## src/rtl/st_4b_pkg.sv

```systemverilog
// Shared definitions for the st_4b serial transmitter: FSM state codes,
// data/counter widths and the small bit-level helpers used by the FSM.
package st_4b_pkg;

  localparam int DATA_BITS = 4;
  localparam int CNT_W     = 8;

  localparam logic [2:0] ST_IDLE   = 3'd0;
  localparam logic [2:0] ST_START  = 3'd1;
  localparam logic [2:0] ST_DATA   = 3'd2;
  localparam logic [2:0] ST_PARITY = 3'd3;
  localparam logic [2:0] ST_STOP   = 3'd4;

  // Even parity over the captured nibble (1 when the count of ones is odd).
  function automatic logic even_par(input logic [DATA_BITS-1:0] v);
    return ^v;
  endfunction

  // Serial bit number idx of nibble v, taken from the top or the bottom end.
  function automatic logic pick_bit(input logic [DATA_BITS-1:0] v,
                                    input logic [1:0] idx,
                                    input logic msb_first);
    logic b;
    if (msb_first) begin
      b = v[2'd3 - idx];
    end else begin
      b = v[idx];
    end
    return b;
  endfunction

endpackage

```

## src/rtl/ser_bit_timer.sv

```systemverilog
// Bit-period timer: counts clock cycles while a frame runs and flags the
// last cycle of every bit period. Held at zero whenever run is low so each
// frame starts on a clean period boundary.
module ser_bit_timer
  import st_4b_pkg::*;
#(
  parameter int CLKS_PER_BIT = 4
) (
  input  logic clk,
  input  logic reset,
  input  logic run,
  output logic tick
);

  localparam logic [CNT_W-1:0] LAST_CNT = CNT_W'(CLKS_PER_BIT - 1);

  logic [CNT_W-1:0] cnt_r;

  // Cycle counter: 0..CLKS_PER_BIT-1, wraps on each bit boundary.
  always_ff @(posedge clk or negedge reset) begin
    if (!reset) begin
      cnt_r <= {CNT_W{1'b0}};
    end else if (!run || tick) begin
      cnt_r <= {CNT_W{1'b0}};
    end else begin
      cnt_r <= cnt_r + {{(CNT_W-1){1'b0}}, 1'b1};
    end
  end

  assign tick = run && (cnt_r == LAST_CNT);

endmodule

```

## src/rtl/st_4b_ser.sv

```systemverilog
// Serial transmitter for the st_4b nibble: accepts one nibble over a
// valid/ready handshake and sends start, 4 data bits, optional even parity
// and stop on a single idle-high line. All ports are driven from flops.
module st_4b_ser
  import st_4b_pkg::*;
#(
  parameter int CLKS_PER_BIT = 4,
  parameter int PARITY_EN    = 1,
  parameter int MSB_FIRST    = 1
) (
  input  logic       clk,
  input  logic       reset,
  input  logic       d_valid,
  input  logic [3:0] d,
  output logic       d_ready,
  output logic       ser_out,
  output logic       busy,
  output logic       done
);

  localparam logic [1:0] BIT_LAST = 2'(DATA_BITS - 1);
  localparam logic       MSB_SEL  = (MSB_FIRST != 0);

  logic [2:0] state_r;
  logic [3:0] shreg_r;
  logic       par_r;
  logic [1:0] bitcnt_r;
  logic       run_s;
  logic       tick_s;

  // The timer only runs while a frame is on the wire.
  assign run_s = (state_r != ST_IDLE);

  ser_bit_timer #(
    .CLKS_PER_BIT(CLKS_PER_BIT)
  ) u_timer (
    .clk  (clk),
    .reset(reset),
    .run  (run_s),
    .tick (tick_s)
  );

  // Frame FSM; the nibble is latched at acceptance and never touched mid-frame.
  always_ff @(posedge clk or negedge reset) begin
    if (!reset) begin
      state_r  <= ST_IDLE;
      shreg_r  <= 4'd0;
      par_r    <= 1'b0;
      bitcnt_r <= 2'd0;
      ser_out  <= 1'b1;
      d_ready  <= 1'b1;
      busy     <= 1'b0;
      done     <= 1'b0;
    end else begin
      done <= 1'b0;
      case (state_r)
        ST_IDLE: begin
          if (d_valid) begin
            shreg_r <= d;
            par_r   <= even_par(d);
            state_r <= ST_START;
            ser_out <= 1'b0;
            busy    <= 1'b1;
            d_ready <= 1'b0;
          end
        end
        ST_START: begin
          if (tick_s) begin
            state_r  <= ST_DATA;
            bitcnt_r <= 2'd0;
            ser_out  <= pick_bit(shreg_r, 2'd0, MSB_SEL);
          end
        end
        ST_DATA: begin
          if (tick_s) begin
            if (bitcnt_r == BIT_LAST) begin
              bitcnt_r <= 2'd0;
              if (PARITY_EN != 0) begin
                state_r <= ST_PARITY;
                ser_out <= par_r;
              end else begin
                state_r <= ST_STOP;
                ser_out <= 1'b1;
              end
            end else begin
              bitcnt_r <= bitcnt_r + 2'd1;
              ser_out  <= pick_bit(shreg_r, bitcnt_r + 2'd1, MSB_SEL);
            end
          end
        end
        ST_PARITY: begin
          if (tick_s) begin
            state_r <= ST_STOP;
            ser_out <= 1'b1;
          end
        end
        ST_STOP: begin
          if (tick_s) begin
            state_r <= ST_IDLE;
            ser_out <= 1'b1;
            done    <= 1'b1;
            d_ready <= 1'b1;
            busy    <= 1'b0;
          end
        end
        default: begin
          state_r  <= ST_IDLE;
          bitcnt_r <= 2'd0;
          ser_out  <= 1'b1;
          d_ready  <= 1'b1;
          busy     <= 1'b0;
        end
      endcase
    end
  end

endmodule

```

## config.mk

```make
export PLATFORM = sky130hd
export DESIGN_NAME = st_4b_ser
export DESIGN_NICKNAME = d
export VERILOG_FILES = /design/src/rtl/st_4b_pkg.sv /design/src/rtl/ser_bit_timer.sv /design/src/rtl/st_4b_ser.sv
export SDC_FILE = /design/constraint.sdc
export NUM_CORES = 1
export LEC_CHECK = 0
export BUFFER_PORTS_ARGS = -buffer_cell sky130_fd_sc_hd__buf_4
export CAP_MARGIN = 40
export CORE_MARGIN = 2
export CORE_UTILIZATION = 45
export DETAILED_ROUTE_END_ITERATION = 6
export SETUP_SLACK_MARGIN = 0.5
export SKIP_CTS_REPAIR_TIMING = 1
export SYNTH_ARGS = -nofsm -noshare
export SYNTH_HDL_FRONTEND = slang
export SYNTH_SLANG_ARGS = --single-unit
```

## constraint.sdc

```tcl
create_clock -name clk -period 4.7 [get_ports clk]
set_input_delay 0.47 -clock clk [delete_from_list [all_inputs] [get_ports clk]]
set_output_delay 0.47 -clock clk [all_outputs]
set_load 0.005 [all_outputs]
```

## Word level (Yosys, flattened, before mapping)

Cells that the tools add are included.

- Latch bits: 0
- Register bits after elaboration: 22
- Output and inout port bits: 4
- Memory bits (read-only): 0
- Memories: 0
- Word-level logic and storage cells: 68
- Bits in writable memories: 0
- Input bits: 7

- Reduce and logical (&&, ||, !) cells: 14
- Multiply operators: 0
- Magnitude comparators: 1
- Mux-type cells: 26
- Div/mod/pow operators: 0
- Shift operators: 0
- Eq/ne operators: 13
- Bitwise logic cells: 2
- Add/subtract/negate cells: 3

Operator list:

| cell | count |
|---|---|
| $mux 3 | 6 |
| $pmux 3 s5 | 1 |
| $mux 1 | 10 |
| $ne 2x1->1 const B | 5 |
| $add 8x1->8 const B | 1 |
| $eq 8x2->1 const B | 1 |
| $mux 8 | 1 |
| $eq 3x2->1 const B | 2 |
| $mux 2 | 3 |
| $pmux 1 s3 | 2 |
| $pmux 2 s3 | 1 |
| $reduce_and 3->1 | 2 |
| $reduce_and 6->1 | 1 |
| $reduce_or 3->1 | 2 |
| $ne 2x2->1 const B | 2 |
| $pmux 1 s4 | 1 |
| $reduce_and 4->1 | 1 |
| $reduce_xor 4->1 | 1 |
| $eq 3x1->1 const B | 1 |
| $eq 3x3->1 const B | 1 |
| $logic_not 3->1 | 1 |
| $lt 2x3->1 const B | 1 |
| $reduce_bool 3->1 | 1 |
| $add 2x1->2 const B | 1 |
| other kinds (9) | 10 |

## Longest topological paths before layout

- Depth after elaboration: 7
- Mapped depth: 7

## Hierarchy

From an unflattened synthesis, not the netlist that was laid out.

- Cells, all modules: 113
- Area, all modules: 1143.6 um^2

By module, submodules not included:

| module | instances | area an instance (um^2) | cells an instance | seq. area each (um^2) |
|---|---|---|---|---|
| st_4b_ser | 1 | 744.5 | 74 | 352.8 |
| ser_bit_timer | 1 | 399.1 | 39 | 200.2 |

## Worst setup path before layout

No wires, ideal clock.

- Kind: register to register
- From: reg u_timer.cnt_r[0]
- To: reg u_timer.cnt_r[2]
- Stages on the path, launching flop included: 8
- Setup slack: 3.096 ns
- Setup time: 0.071 ns
- Data required time: 4.629 ns
- Data arrival time: 1.533 ns
- Cells stage by stage: dfrtp_1 > ha_1 > nor3b_2 > and2_1 > buf_4 > or2_1 > buf_2 > nor2_1

- Longest elaborated chain between the ends: 4

Ends and longest elaborated chain:

| item | RTL line | RTL |
|---|---|---|
| start: declaration | ser_bit_timer.sv:17 | `logic [CNT_W-1:0] cnt_r;` |
| start signal: assignment | ser_bit_timer.sv:22 | `cnt_r <= {CNT_W{1'b0}};` |
| start signal: assignment | ser_bit_timer.sv:24 | `cnt_r <= {CNT_W{1'b0}};` |
| start signal: assignment | ser_bit_timer.sv:26 | `cnt_r <= cnt_r + {{(CNT_W-1){1'b0}}, 1'b1};` |
| parallel branches: the longest is 3 deep, another holds $add 8x1->8 | -- |  |
| $mux 8 (*) | ser_bit_timer.sv:23 | `end else if (!run \|\| tick) begin` |

Mark *: on every way between the ends.
A chain may end at the register's enable or synchronous reset.

## Worst setup path in the final report

- From: reg bitcnt_r[0]
- To: reg ser_out

- Longest elaborated chain between the ends: 7

Ends and longest elaborated chain:

| item | RTL line | RTL |
|---|---|---|
| start: declaration | st_4b_ser.sv:27 | `logic [1:0] bitcnt_r;` |
| start signal: assignment | st_4b_ser.sv:86 | `bitcnt_r <= bitcnt_r + 2'd1;` |
| $add 2x1->2 | st_4b_ser.sv:87 | `ser_out <= pick_bit(shreg_r, bitcnt_r + 2'd1, MSB_SEL);` |
| $sub 2x2->2 | st_4b_pkg.sv:25 | `b = v[2'd3 - idx];` |
| $bmux 1 s2 | st_4b_pkg.sv:25 |  |
| $mux 1 (implied by the code) | st_4b_pkg.sv:25 |  |
| $mux 1 (*) | st_4b_ser.sv:76 | `if (bitcnt_r == BIT_LAST) begin` |
| $mux 1 (*) | st_4b_ser.sv:75 | `if (tick_s) begin` |
| $pmux 1 s4 (*) | st_4b_ser.sv:56 | `case (state_r)` |
| end signal: assignment | st_4b_ser.sv:71 | `ser_out <= pick_bit(shreg_r, 2'd0, MSB_SEL);` |
| end signal: assignment | st_4b_ser.sv:80 | `ser_out <= par_r;` |
| end signal: assignment | st_4b_ser.sv:87 |  |
| end: declaration | st_4b_ser.sv:16 | `output logic ser_out,` |

Every way passes the cells marked *; elsewhere a longest branch is shown, timed or not. The select of a mux whose other input is x is not followed.

==> results.toml <==
[routing]
num_vias = 755
drtIter0Drc = 11
drtAntennaViolNets = 0
drtPass1Iterations = 4
wl_met3_microns = 63
post-route-drc-count = 0
via_per_inst = 5.35
wl_met2_microns = 794
wl_mm = 1.83
wl_per_cell_microns = 12.9
routed.top_layer = "met4"
met1_length_microns = 949

[layout]
fillers = 205
multiInputGateArea_sq_um = 514
diodes = 0
nets = 124
drive_above_1_share = 0.204
register_area_sq_um = 553
area_growth_pct = 9.63

[synth]
synth_area_per_cell_sq_um = 10.5
synth_seq_cells = 22
netlist_area_sq_mm = 0.00110
synth_cell_types = 33
ys_seq_area_frac = 0.501
synthesis.nets = 114
yosys_warnings = 0
synthesis.instances = 105

[floorplan]
fp-row-count = 17
die_w_microns = 53.6
core_region_area_sq_mm = 0.00228
dieArea_sq_mm = 0.00287
die_h_microns = 53.6
num_io_pins = 11
initial_core_util = 0.485

[placed_design]
dpl.hpwl_mm = 1.35
place.gp.congestion = 0.792
port_buffers = 10

[outcome]
status = "completed"

[grt]
grt_usage = 0.154
gr-total-overflow = 0
antenna_found_initial = 0
grt_pass1_wl_mm = 3.14
grt_pass1_vias = 688
grt_max_degree = 23

[sta]
worst_pin_slew_ps = 369
skew_ps = 4.53
relSlewSlack = 0.754
max_freq_mhz = 581
rsz0062_at_grt = "no"
hold_viol_final = 0
slew_violations = 0
fin_crit_ps = 1720
tns_ps = 0
final.period_utilization = 0.366
setup_viol = 0

[power]
p_total_uw = 659
p_per_area_mw_per_mm2 = 544
peakVddDrop_uv = 289
leakagePower_uw = 0.000518

[setup_path]
rrSetupSlack_ps = 2980
cp-start-kind = "register"
r2r_cells = 5
arrival_ps = 1950
path_class = "reg2reg"
worstPathRequired_ps = 4930
crit_fanout = 5
critPathCaptureType = "register"

[clock_tree]
clockRootBuffer = "clkbuf_4"
cts_buffers = 3
clock_path_buffers = 2
cts.htree.levels = 1
cts.sinks = 22
cts_tree = "yes"
clk_latency_ps = 290
path_clk_slew_ps = 110

[job]
max-cap-violations = 0

[worst_hold_path]
holdCritPathClass = "in2async"
[critical path, stage by stage, from the launching register on]
cell and delay, ps:
dfrtp_1 450, ha_1 340, mux4_2 290, mux2i_1 150
nor4_1 60, o32a_1 350
[Yosys cell counts]
master / instances / area share
nor4_4: 1 / 0.019
and2_1: 2 / 0.011
nor3b_1: 1 / 0.0068
nor4_1: 1 / 0.0057
clkbuf_1: 1 / 0.0034
xnor2_1: 8 / 0.063
a21oi_1: 4 / 0.018
nor3_1: 2 / 0.0091
o32a_1: 1 / 0.0091
nand2b_1: 1 / 0.0057
nor3b_2: 1 / 0.011
a2bb2oi_1: 1 / 0.0079
inv_1: 3 / 0.010
mux2i_1: 2 / 0.018
a221oi_1: 1 / 0.0079
xor2_1: 2 / 0.016
dfrtp_1: 20 / 0.45
or2_1: 1 / 0.0057
nor2_1: 17 / 0.058
or2_2: 1 / 0.0057
and3_1: 1 / 0.0057
buf_2: 3 / 0.014
dfstp_2: 2 / 0.048
nand2_1: 7 / 0.024
a31oi_1: 1 / 0.0057
a32oi_1: 2 / 0.016
o2bb2ai_1: 2 / 0.016
o21ai_0: 2 / 0.0091
buf_4: 1 / 0.0068
nand3_1: 6 / 0.027
mux4_2: 1 / 0.020
ha_1: 2 / 0.023
mux2_2: 4 / 0.041
[placed cells by master, fill, tap and decap left out]
cell type and instances:
buf_4 10, ha_1 2, nor2_1 17, nor4_4 1, a31oi_1 1, nor4_1 1, nor3b_2 1, inv_1 3
mux4_2 1, o2bb2ai_1 2, mux2_2 4, a221oi_1 1, o21ai_0 2, dfstp_2 2, xor2_1 2, o32a_1 1
xnor2_1 8, and2_1 2, mux2i_1 2, clkbuf_4 3, or2_1 1, dfrtp_1 20, nor3b_1 1, a32oi_1 2
nand2_1 7, or2_2 1, and3_1 1, a2bb2oi_1 1, nand2b_1 1, nand3_1 6, nor3_1 2, a21oi_1 4
[per-layer routing]
metal	global-route usage	up-vias
li1	-	377
met1	0.226	365
met2	0.214	11
met3	0.0278	2
met4	0.0812	0
met5	0	-
[flip-flops by register name (all words and copies together) (netlist names)]
signal,flops
shreg_r,4
done,1
state_r,3
par_r,1
d_ready,1
ser_out,1
bitcnt_r,2
u_timer.cnt_r,8
busy,1
[per-stage QoR]
stage	hold WS, ps	worst slack (ps)	std cells	util	cell area [sq um]
finish	39.4	2980	141	0.532	1210
global route	36.9	2810	141	0.532	1210
CTS	36.1	2970	141	0.532	1210
detailed placement	372	2990	138	0.522	1190
global placement	370	2990	138	0.522	1190
floorplan	174	3100	105	-	1100
[path summary, 6_finish.rpt]
kind / startpoint / end
hold / removal: reset / shreg_r[0]$_DFFE_PN0P_
hold reg to reg: u_timer.cnt_r[0]$_DFF_PN0_ / u_timer.cnt_r[0]$_DFF_PN0_
setup / recovery: bitcnt_r[0]$_DFFE_PN0P_ / ser_out$_DFFE_PN1P_
max in group asynchronous: reset / d_ready$_DFFE_PN1P_
min in group clk: d[2] / shreg_r[2]$_DFFE_PN0P_
setup reg to reg: bitcnt_r[0]$_DFFE_PN0P_ / ser_out$_DFFE_PN1P_
[power breakdown]
part | total [uW] | internal [uW] | switching (uW)
combinational | 251 | 132 | 120
sequential | 326 | 258 | 68.2
clock | 81.4 | 29.8 | 51.6
[cell type report]
type                    instances  share of cell area
flip-flops and latches         22               0.457
multi-input cells              75               0.425
repair buffers                 10              0.0620
well taps                      28              0.0289
clock buffers                   3              0.0186
inverters                       3             0.00930
[logic make-up (layout without fill, tap and decap cells)]
logic type | after synthesis | in the layout | synth area share
AND/OR/NAND/NOR | 42 | 42 | 0.195
flip-flops | 22 | 22 | 0.501
adder cells (fa/ha/maj) | 2 | 2 | 0.0226
multiplexers | 7 | 7 | 0.0793
XOR/XNOR | 10 | 10 | 0.0793
buffers and inverters | 8 | 16 | 0.0340
AO/OA/AOI/OAI | 14 | 14 | 0.0895
Power figures use the tool's default switching activity.
